<file path="src/rtl/pipe_stage_reg.sv">
// Inter-stage pipeline register: valid/ready handshake, stall hold, flush bubble; 1-cycle latency.
// SKID_EN adds a second entry so in_ready no longer depends combinationally on out_ready.
module pipe_stage_reg #(
  parameter int DATA_W   = 32,
  parameter int CTRL_W   = 8,
  parameter bit SKID_EN  = 1'b0,
  parameter bit CLR_DATA = 1'b0
) (
  input  logic              clk,
  input  logic              rst,
  input  logic              stall,
  input  logic              flush,
  input  logic              in_valid,
  output logic              in_ready,
  input  logic [DATA_W-1:0] in_data,
  input  logic [CTRL_W-1:0] in_ctrl,
  output logic              out_valid,
  input  logic              out_ready,
  output logic [DATA_W-1:0] out_data,
  output logic [CTRL_W-1:0] out_ctrl,
  output logic [1:0]        occupancy
);

  // Encoding doubles as the entry count.
  typedef enum logic [1:0] {
    EMPTY = 2'd0,
    FULL  = 2'd1,
    SKID  = 2'd2
  } state_t;

  state_t state_q, state_d;

  logic              in_fire, out_fire;
  logic              main_load_in, main_load_skid, skid_load;
  logic [DATA_W-1:0] main_data_q, skid_data_q;
  logic [CTRL_W-1:0] main_ctrl_q, skid_ctrl_q;

  assign out_valid = (state_q != EMPTY) & ~stall & ~flush;
  assign out_data  = main_data_q;
  assign out_ctrl  = out_valid ? main_ctrl_q : '0;
  assign occupancy = state_q;

  assign in_fire  = in_valid & in_ready;
  assign out_fire = out_valid & out_ready;

  generate
    if (SKID_EN) begin : g_skid
      assign in_ready = ~stall & ~flush & (state_q != SKID);
    end else begin : g_bare
      assign in_ready = ~stall & ~flush & (~out_valid | out_ready);
    end
  endgenerate

  always_ff @(posedge clk or posedge rst) begin
    if (rst) begin
      state_q <= EMPTY;
    end else begin
      state_q <= state_d;
    end
  end

  always_comb begin
    state_d        = state_q;
    main_load_in   = 1'b0;
    main_load_skid = 1'b0;
    skid_load      = 1'b0;
    unique case (state_q)
      EMPTY: begin
        if (in_fire) begin
          state_d      = FULL;
          main_load_in = 1'b1;
        end
      end
      FULL: begin
        if (in_fire && out_fire) begin
          main_load_in = 1'b1;
        end else if (out_fire) begin
          state_d = EMPTY;
        end else if (in_fire) begin
          state_d   = SKID;
          skid_load = 1'b1;
        end
      end
      SKID: begin
        // Skid entry is always younger than main, so it only ever refills main.
        if (out_fire) begin
          state_d        = FULL;
          main_load_skid = 1'b1;
        end
      end
      default: state_d = EMPTY;
    endcase
    if (flush) begin
      state_d = EMPTY;
    end
  end

  always_ff @(posedge clk or posedge rst) begin
    if (rst) begin
      main_data_q <= '0;
      main_ctrl_q <= '0;
      skid_data_q <= '0;
      skid_ctrl_q <= '0;
    end else if (flush) begin
      main_ctrl_q <= '0;
      skid_ctrl_q <= '0;
      if (CLR_DATA) begin
        main_data_q <= '0;
        skid_data_q <= '0;
      end
    end else begin
      if (main_load_in) begin
        main_data_q <= in_data;
        main_ctrl_q <= in_ctrl;
      end else if (main_load_skid) begin
        main_data_q <= skid_data_q;
        main_ctrl_q <= skid_ctrl_q;
      end
      if (skid_load) begin
        skid_data_q <= in_data;
        skid_ctrl_q <= in_ctrl;
      end
    end
  end

endmodule

</file>
<file path="config.mk">
export PLATFORM = sky130hd
export DESIGN_NAME = pipe_stage_reg
export DESIGN_NICKNAME = d
export VERILOG_FILES = /design/src/rtl/pipe_stage_reg.sv
export SDC_FILE = /design/constraint.sdc
export NUM_CORES = 1
export LEC_CHECK = 0
export CAP_MARGIN = 0
export CORE_UTILIZATION = 40
export DETAILED_ROUTE_END_ITERATION = 10
export PLACE_DENSITY_LB_ADDON = 0.3
export SLEW_MARGIN = 40
export SYNTH_ARGS = -nofsm -noshare
export SYNTH_HDL_FRONTEND = slang
export SYNTH_SLANG_ARGS = --single-unit
</file>
<file path="constraint.sdc">
create_clock -name clk -period 5.05 [get_ports clk]
set_input_delay 1.01 -clock clk [delete_from_list [all_inputs] [get_ports clk]]
set_output_delay 1.01 -clock clk [all_outputs]
set_load 0.03 [all_outputs]
</file>
==> impl_metrics.yaml, run 1 <==
setup_path:
  crit_fanout: 22
  worstRegToRegCells: 5
  end_kind: "primary output"
  crit_required_ps: 4040
  crit_path_end: "out_ctrl[2]"
  worstReg2RegStart: "occupancy[1]"
  crit_type: "in -> out"
  cp-startpoint: "flush"
  timing.rr.end: "out_data[2]"
  startpoint_type: "input port"
  arrival_ps: 2920
  r2r_slack_ps: 2490
sta:
  maxSlewHeadroom_pct: 50.2
  worst_pin_slew_ps: 746
  finalMaxSlewViolations: 0
  setup_viol_count_final: 0
  fin_crit_ps: 3930
  hold_viol: 0
  grt_setup_unrepaired: "false"
  period_share_pct: 77.8
  setup_ws_ps: 1120
  fin_skew_ps: 5.55
  max_freq_ghz: 0.254
  hold_slack_ps: 380
  fin_tns_setup_ps: 0
pwr:
  cellLeakagePower_nw: 2.26
  switchingPower_w: 0.000316
  ir_worst_vdd_uv: 154
  p_per_area_nw_per_um2: 276
  swShare_pct: 25.2
  clkPwrFrac_pct: 31.9
  seqPwrFrac_pct: 54.3
  cellInternalPower_w: 0.000938
  total_power_w: 0.00125
  p_comb_share_pct: 13.9
drt:
  drc: 0
  viasPerCell: 4.72
  detail-route-antenna-nets: 0
  first_pass_iters: 4
  totalWireLength_um: 5970
  drt_iter0_drc: 51
  vias: 1964
  routedWlPerCell_um: 14.4
clocking:
  cts_resized: 0
  cts.clk_slew.worst_paths_ps: 80
  clock_latency_ps: 350
  cts_root_buf: "clkbuf_8"
  cts_tree: "done"
  cts_buffers: 9
  ctsHoldBuffers: 0
  clockBufferDepth: 2
  postCtsSetupRepairBufs: 0
  htree_levels: 3
  clock-sinks: 82
synthesis:
  synth_area_leaders: "dfrtp_1 58%, mux2_4 14%, mux2_2 10%"
  yosys_warnings: 0
  yosysSeqAreaShare_pct: 58.4
  ys_types: 20
  netlist_area_um2: 3510
  synth_top_cell_by_area: "dfrtp_1"
  synth-seq-cells: 82
  syn-num-nets: 292
  avgSynthCellArea_um2: 14.3
  netlist_instances: 246
  synth_top_area_share_pct: 58.4
floorplan:
  die_y_um: 95.7
  core_area_um2: 8340
  core.rowCount: 33
  initial_core_util_pct: 42.1
  io_pins: 90
  die-area_um2: 9160
  die_w_um: 95.7
final_layout:
  syn2layout_area_growth_pct: 29.3
  final_nets: 353
  diodes: 0
  utilization_pct: 54.4
  final_common_cell: "clkdlybuf4s50_1"
  drive_above_1_share_pct: 27.7
  final_cell_mix: "89 x clkdlybuf4s50_1, 82 x dfrtp_1, 32 x mux2_4, 32 x mux2_2, 16 x mux2i_1"
job:
  maxCapViolations: 0
place:
  gp_congestion: 0.638
  place_ws_ps: 837
  dp_hpwl_um: 3950
  io_buffers: 89
status:
  status: "completed"
global_route:
  grt_overflow: 0
  grt_pass1_wl_um: 9660
  grt_max_degree: 43
  grt_antenna_before_repair: 0
  grt_pass1_vias: 2036
  grt_usage_pct: 14.3
min_path:
  min_path_type: "reg -> reg"
[area by class of cell]
| cell class | instances | area, um^2 |
|---|---|---|
| Fill cell | 712 | 3800 |
| Sequential cell | 82 | 2050 |
| Multi-Input combinational cell | 121 | 1280 |
| Timing Repair Buffer | 92 | 913 |
| Tap cell | 105 | 131 |
| Clock buffer | 10 | 128 |
| Clock inverter | 5 | 32.5 |
| Inverter | 1 | 5.00 |
[through the flow]
stage | cells | area (um^2)
finish | 416 | 4540
global route | 416 | 4540
CTS | 416 | 4530
detailed placement | 401 | 4370
global placement | 401 | 4370
floorplan | 246 | 3510
[how the worst min path moves through the flow]
stage,from,end,slack (ps),depth (start not counted)
2_1_floorplan,skid_data_q[0],skid_data_q[0],430,1
6_report,skid_data_q[13],skid_data_q[13],380,0
4_1_cts,skid_data_q[0],skid_data_q[0],390,0
3_5_place_dp,skid_data_q[9],skid_data_q[9],370,0
3_3_place_gp,skid_data_q[16],skid_data_q[16],360,0
5_1_grt,skid_data_q[26],skid_data_q[26],390,0
[power groups by stage]
stage / clock [W] / combinational, W / sequential (W)
floorplan: 0 / 0.0000638 / 0.000724
CTS: 0.000415 / 0.000177 / 0.000681
global placement: 0 / 0.000174 / 0.000693
detailed placement: 0 / 0.000177 / 0.000694
finish: 0.000400 / 0.000174 / 0.000681
global route: 0.000439 / 0.000187 / 0.000683
[synth_stat cells]
library cell and n:
inv_1 1, nand3b_1 2, nand2b_1 11, o22a_1 1, a21oi_1 1, nor3_1 2
mux2_2 32, buf_6 4, a211o_1 1, nor3b_1 1, mux2_4 32, mux2i_1 16
dfrtp_1 82, and2_1 8, buf_2 4, nor2b_1 9, nor3_2 1, clkbuf_1 34
nor2_1 3, nand3_2 1
[routing by layer]
| metal | vias up | routed length (um) | GRT usage, % |
|---|---|---|---|
| met1 | 963 | 2730 | 18.4 |
| met4 | 0 | 129 | 7.46 |
| met3 | 11 | 331 | 4.07 |
| li1 | 932 | - | - |
| met2 | 58 | 2780 | 22.0 |
| met5 | - | 0 | 0 |
[critical path: stages]
cell and delay [ps]:
clkdlybuf4s50_1 390, buf_4 200, nor3_2 440, and2_1 200, clkdlybuf4s50_1 660
[logic make-up (layout without fill, tap and decap cells)]
group	after synthesis	after routing	share of synthesized area, %
flops	82	82	58.4
compound gates	3	3	0.641
mux	80	80	28.5
simple gates	38	38	6.81
buf+inv	43	108	5.59
[flip-flops by register name, summed over array words and instances, names as in the netlist]
signal and cells:
out_data 32, skid_data_q 32, main_ctrl_q 8, skid_ctrl_q 8, occupancy 2
Note: power is estimated with default switching activity, not from simulation.
==> inputs of run 2 (changes only) <==
- clock period: 5.05 -> 3.3 ns (I/O delays scaled with it)
==> run 2 against run 1 <==
Effect of this change:
- setup slack worse by 560 ps
- critical path depth fell by 2
- global-route usage fell by 0.15 points
- clock power is 51% higher
- via count rose by 0.41%
- core utilization barely moved
- non-clock buffer count rose by 2
- cell area hardly changed
==> impl_metrics.yaml, run 2 (synthesis results as in run 1) <==
floorplan:
  core_area_um2: 8340
  die_y_um: 95.7
  io_pins: 90
  initial_core_util_pct: 42.1
  die_w_um: 95.7
  die-area_um2: 9160
  core.rowCount: 33
clocking:
  cts_resized: 0
  cts_root_buf: "clkbuf_8"
  clock-sinks: 82
  clock_latency_ps: 340
  clockBufferDepth: 2
  cts_buffers: 9
  htree_levels: 3
  cts.clk_slew.worst_paths_ps: 70
  cts_tree: "done"
  ctsHoldBuffers: 0
  postCtsSetupRepairBufs: 0
sta:
  period_share_pct: 83.1
  setup_viol_count_final: 0
  finalMaxSlewViolations: 0
  fin_tns_setup_ps: 0
  maxSlewHeadroom_pct: 62.1
  hold_viol: 0
  fin_crit_ps: 2740
  worst_pin_slew_ps: 569
  fin_skew_ps: 10.2
  grt_setup_unrepaired: "false"
  max_freq_ghz: 0.365
drt:
  drc: 0
  detail-route-antenna-nets: 0
  viasPerCell: 4.72
  routedWlPerCell_um: 14.1
  totalWireLength_um: 5890
  drt_iter0_drc: 45
  vias: 1972
  first_pass_iters: 4
final_layout:
  syn2layout_area_growth_pct: 29.3
  final_nets: 355
  drive_above_1_share_pct: 30.7
  final_cell_area_um2: 4540
  fill_cells: 715
  diodes: 0
  final_cell_mix: "82 x dfrtp_1, 80 x clkdlybuf4s50_1, 32 x mux2_4, 32 x mux2_2, 16 x mux2i_1"
  final_common_cell: "dfrtp_1"
setup_path:
  r2r_slack_ps: 1550
  crit_fanout: 6
  cp-startpoint: "stall"
  worstRegToRegCells: 5
  arrival_ps: 2080
  timing.rr.end: "out_data[5]"
  crit_path_end: "in_ready"
  worstReg2RegStart: "occupancy[1]"
  crit_type: "in -> out"
  end_kind: "primary output"
  startpoint_type: "input port"
  crit_required_ps: 2640
global_route:
  grt_antenna_before_repair: 0
  grt_pass1_wl_um: 9760
  grt_usage_pct: 14.2
  grt_pass1_vias: 2029
  grt_overflow: 0
  grt_max_degree: 43
pwr:
  ir_worst_vdd_uv: 245
  p_per_area_nw_per_um2: 422
  cellLeakagePower_nw: 2.29
place:
  gp_congestion: 0.657
  place_area_um2: 4380
  dp_hpwl_um: 3870
  io_buffers: 89
job:
  maxCapViolations: 0
min_path:
  min_path_type: "reg -> reg"
status:
  status: "completed"
-- run 2: changes by cell type in the layout (fill, tap and decap cells not counted), sizes merged --
cell	before	now
buf	3	14
clkdlybuf4s50	89	80
clkinv	3	2
inv	0	1
-- run 2: worst min path at each step --
stage,from,to,slack [ps],cells past startpoint
2_1_floorplan,skid_data_q[0],skid_data_q[0],430,1
3_3_place_gp,skid_data_q[29],skid_data_q[29],360,0
3_5_place_dp,skid_data_q[0],skid_data_q[0],370,0
4_1_cts,skid_data_q[1],skid_data_q[1],390,0
5_1_grt,skid_data_q[31],skid_data_q[31],390,0
6_report,skid_data_q[26],skid_data_q[26],380,0
-- run 2: critical path, stage by stage --
cell,delay [ps]
clkdlybuf4s50_1,510
nor3_1,210
clkdlybuf4s50_1,690
-- run 2: layout make-up --
cell class              instances  area, um^2  share of cell area (%)
repair buffers                 94         918                    20.2
inverters                       1        6.26                   0.138
clock inverters                 5        32.5                   0.717
flip-flops and latches         82        2050                    45.2
clock buffers                  10         128                    2.81
multi-input cells             121        1270                    28.0
well taps                     105         131                    2.89
-- run 2: per-stage QoR --
step                      total power [W]  hold WS, ps  util (%)  setup WS [ps]  cells
after global routing              0.00202          391      54.4            483    418
after detailed placement          0.00133          368      52.5            553    403
after CTS                         0.00195          385      54.4            552    418
after global placement            0.00133          365      52.4            540    403
final                             0.00192          379      54.4            558    418
after floorplan                   0.00121          429         -            452    246
-- run 2: metal layers --
layer  share of wire [%]  global-route usage [%]
met5                   0                       0
met1                  47                    19.5
met3                 5.1                    3.35
met2                  46                    21.3
met4                 1.7                    6.34
-- run 2: power by group --
group	total, W	internal, W	switching, W
Clock	0.000606	0.000267	0.000340
Sequential	0.00104	0.00103	0.0000134
Combinational	0.000267	0.000143	0.000125
Total	0.00192	0.00144	0.000478
==> inputs of run 3 (changes only) <==
- clock period: 3.3 -> 2.45 ns (I/O delays scaled with it)
==> run 3 against run 2 <==
Effect of this change:
- final cell count up 0.72%
- largest power group unchanged
- register-to-register slack worse by 800 ps
- global-route usage up 0.061 points
- sequential power up 35%
- combinational power up 38%
- core utilization up 1.7 points
- setup slack worse by 270 ps
- clock power up 95%
- via count down 0.91%
- cell area up 3.1%
- routed wire length up 1.5%
==> impl_metrics.yaml, run 3 (synthesis results as in run 1) <==
pwr:
  cellInternalPower_w: 0.00232
  cellLeakagePower_nw: 2.37
  seqPwrFrac_pct: 47.5
  p_per_area_nw_per_um2: 632
  swShare_pct: 21.6
  clkPwrFrac_pct: 40.1
  switchingPower_w: 0.000639
  total_power_w: 0.00296
  p_comb_share_pct: 12.5
  ir_worst_vdd_uv: 334
final_layout:
  final_common_cell: "dfrtp_1"
  fill_cells: 692
  final_cell_mix: "82 x dfrtp_1, 79 x clkdlybuf4s50_1, 32 x mux2_4, 32 x mux2_2, 16 x mux2i_1"
  diodes: 0
  final_cell_area_um2: 4680
  fin_cells: 421
  final_nets: 357
  syn2layout_area_growth_pct: 33.3
  drive_above_1_share_pct: 32.0
sta:
  finalMaxSlewViolations: 0
  setup_ws_ps: 284
  hold_viol: 0
  grt_setup_unrepaired: "false"
  setup_viol_count_final: 0
  maxSlewHeadroom_pct: 70.2
  fin_tns_setup_ps: 0
  fin_crit_ps: 2170
  max_freq_ghz: 0.462
  worst_pin_slew_ps: 446
  period_share_pct: 88.4
  fin_skew_ps: 9.09
drt:
  viasPerCell: 4.64
  wl_met1_um: 2780
  first_pass_iters: 4
  wl_met3_um: 366
  totalWireLength_um: 5980
  vias: 1954
  routedWlPerCell_um: 14.2
  detail-route-antenna-nets: 0
  drc: 0
  wl_met2_um: 2750
  highest_layer: "met4"
  drt_iter0_drc: 32
floorplan:
  initial_core_util_pct: 42.1
  io_pins: 90
  die_w_um: 95.7
  die_y_um: 95.7
  core_area_um2: 8340
  core.rowCount: 33
  die-area_um2: 9160
clocking:
  cts_buffers: 9
  cts.clk_slew.worst_paths_ps: 70
  clock-sinks: 82
  postCtsSetupRepairBufs: 0
  cts_root_buf: "clkbuf_8"
  ctsHoldBuffers: 0
  clockBufferDepth: 2
  cts_resized: 0
  htree_levels: 3
  cts_tree: "done"
  clock_latency_ps: 340
place:
  gp_congestion: 0.764
  place_ws_ps: 161
  dp_cells: 405
  io_buffers: 89
  dp_hpwl_um: 3980
  place_area_um2: 4430
setup_path:
  arrival_ps: 1680
  end_kind: "primary output"
  startpoint_type: "input port"
  crit_fanout: 9
  crit_type: "in -> out"
  crit_required_ps: 1960
global_route:
  grt_pass1_wl_um: 9700
  grt_antenna_before_repair: 0
  grt_usage_pct: 14.2
  grt_max_degree: 41
  grt_pass1_vias: 1992
  grt_overflow: 0
min_path:
  min_path_type: "reg -> reg"
status:
  status: "completed"
job:
  maxCapViolations: 0
## run 3: final timing paths
path	slack (ps)	end	from	cells after the start
worst max-delay path	280	out_ctrl[6]	flush	5
worst min-delay path	380	skid_data_q[27]	skid_data_q[27]	0
worst max register to register	750	out_data[17]	occupancy[1]	5
worst min register to register	380	skid_data_q[27]	skid_data_q[27]	0
max in group asynchronous	1420	skid_data_q[29]	rst	3
min in group asynchronous	510	out_data[14]	rst	2
## run 3: metrics by stage
stage | hold WS [ps] | utilization, %
floorplan | 429 | -
global placement | 365 | 53.1
detailed placement | 368 | 53.1
CTS | 385 | 56.1
global route | 392 | 56.1
finish | 379 | 56.1
## run 3: metal layers
layer,track usage (%),vias to the layer above
met5,0,-
met4,6.72,0
met3,4.55,10
met2,21.1,55
met1,18.9,955
li1,-,934
## run 3: layout make-up
cell class                 instances  area, um^2  area share [%]
clock buffer                      12         155            3.31
multi-input combinational        121        1270            27.1
clock inverter                     4        97.6            2.09
sequential                        82        2050            43.8
timing repair buffer              96         968            20.7
tap                              105         131            2.81
inverter                           1        7.51           0.160
## run 3: critical path: stages
cell             delay [ps]
clkdlybuf4s50_1         530
nor3_2                  210
buf_4                   170
and2_1                  130
buf_4                   150
## run 3: power groups by stage
stage | sequential, W | combinational (W) | clock (W)
after global routing | 0.00141 | 0.000393 | 0.00127
final | 0.00140 | 0.000369 | 0.00118
after global placement | 0.00143 | 0.000372 | 0
after floorplan | 0.00149 | 0.000132 | 0
after CTS | 0.00140 | 0.000375 | 0.00122
after detailed placement | 0.00143 | 0.000374 | 0
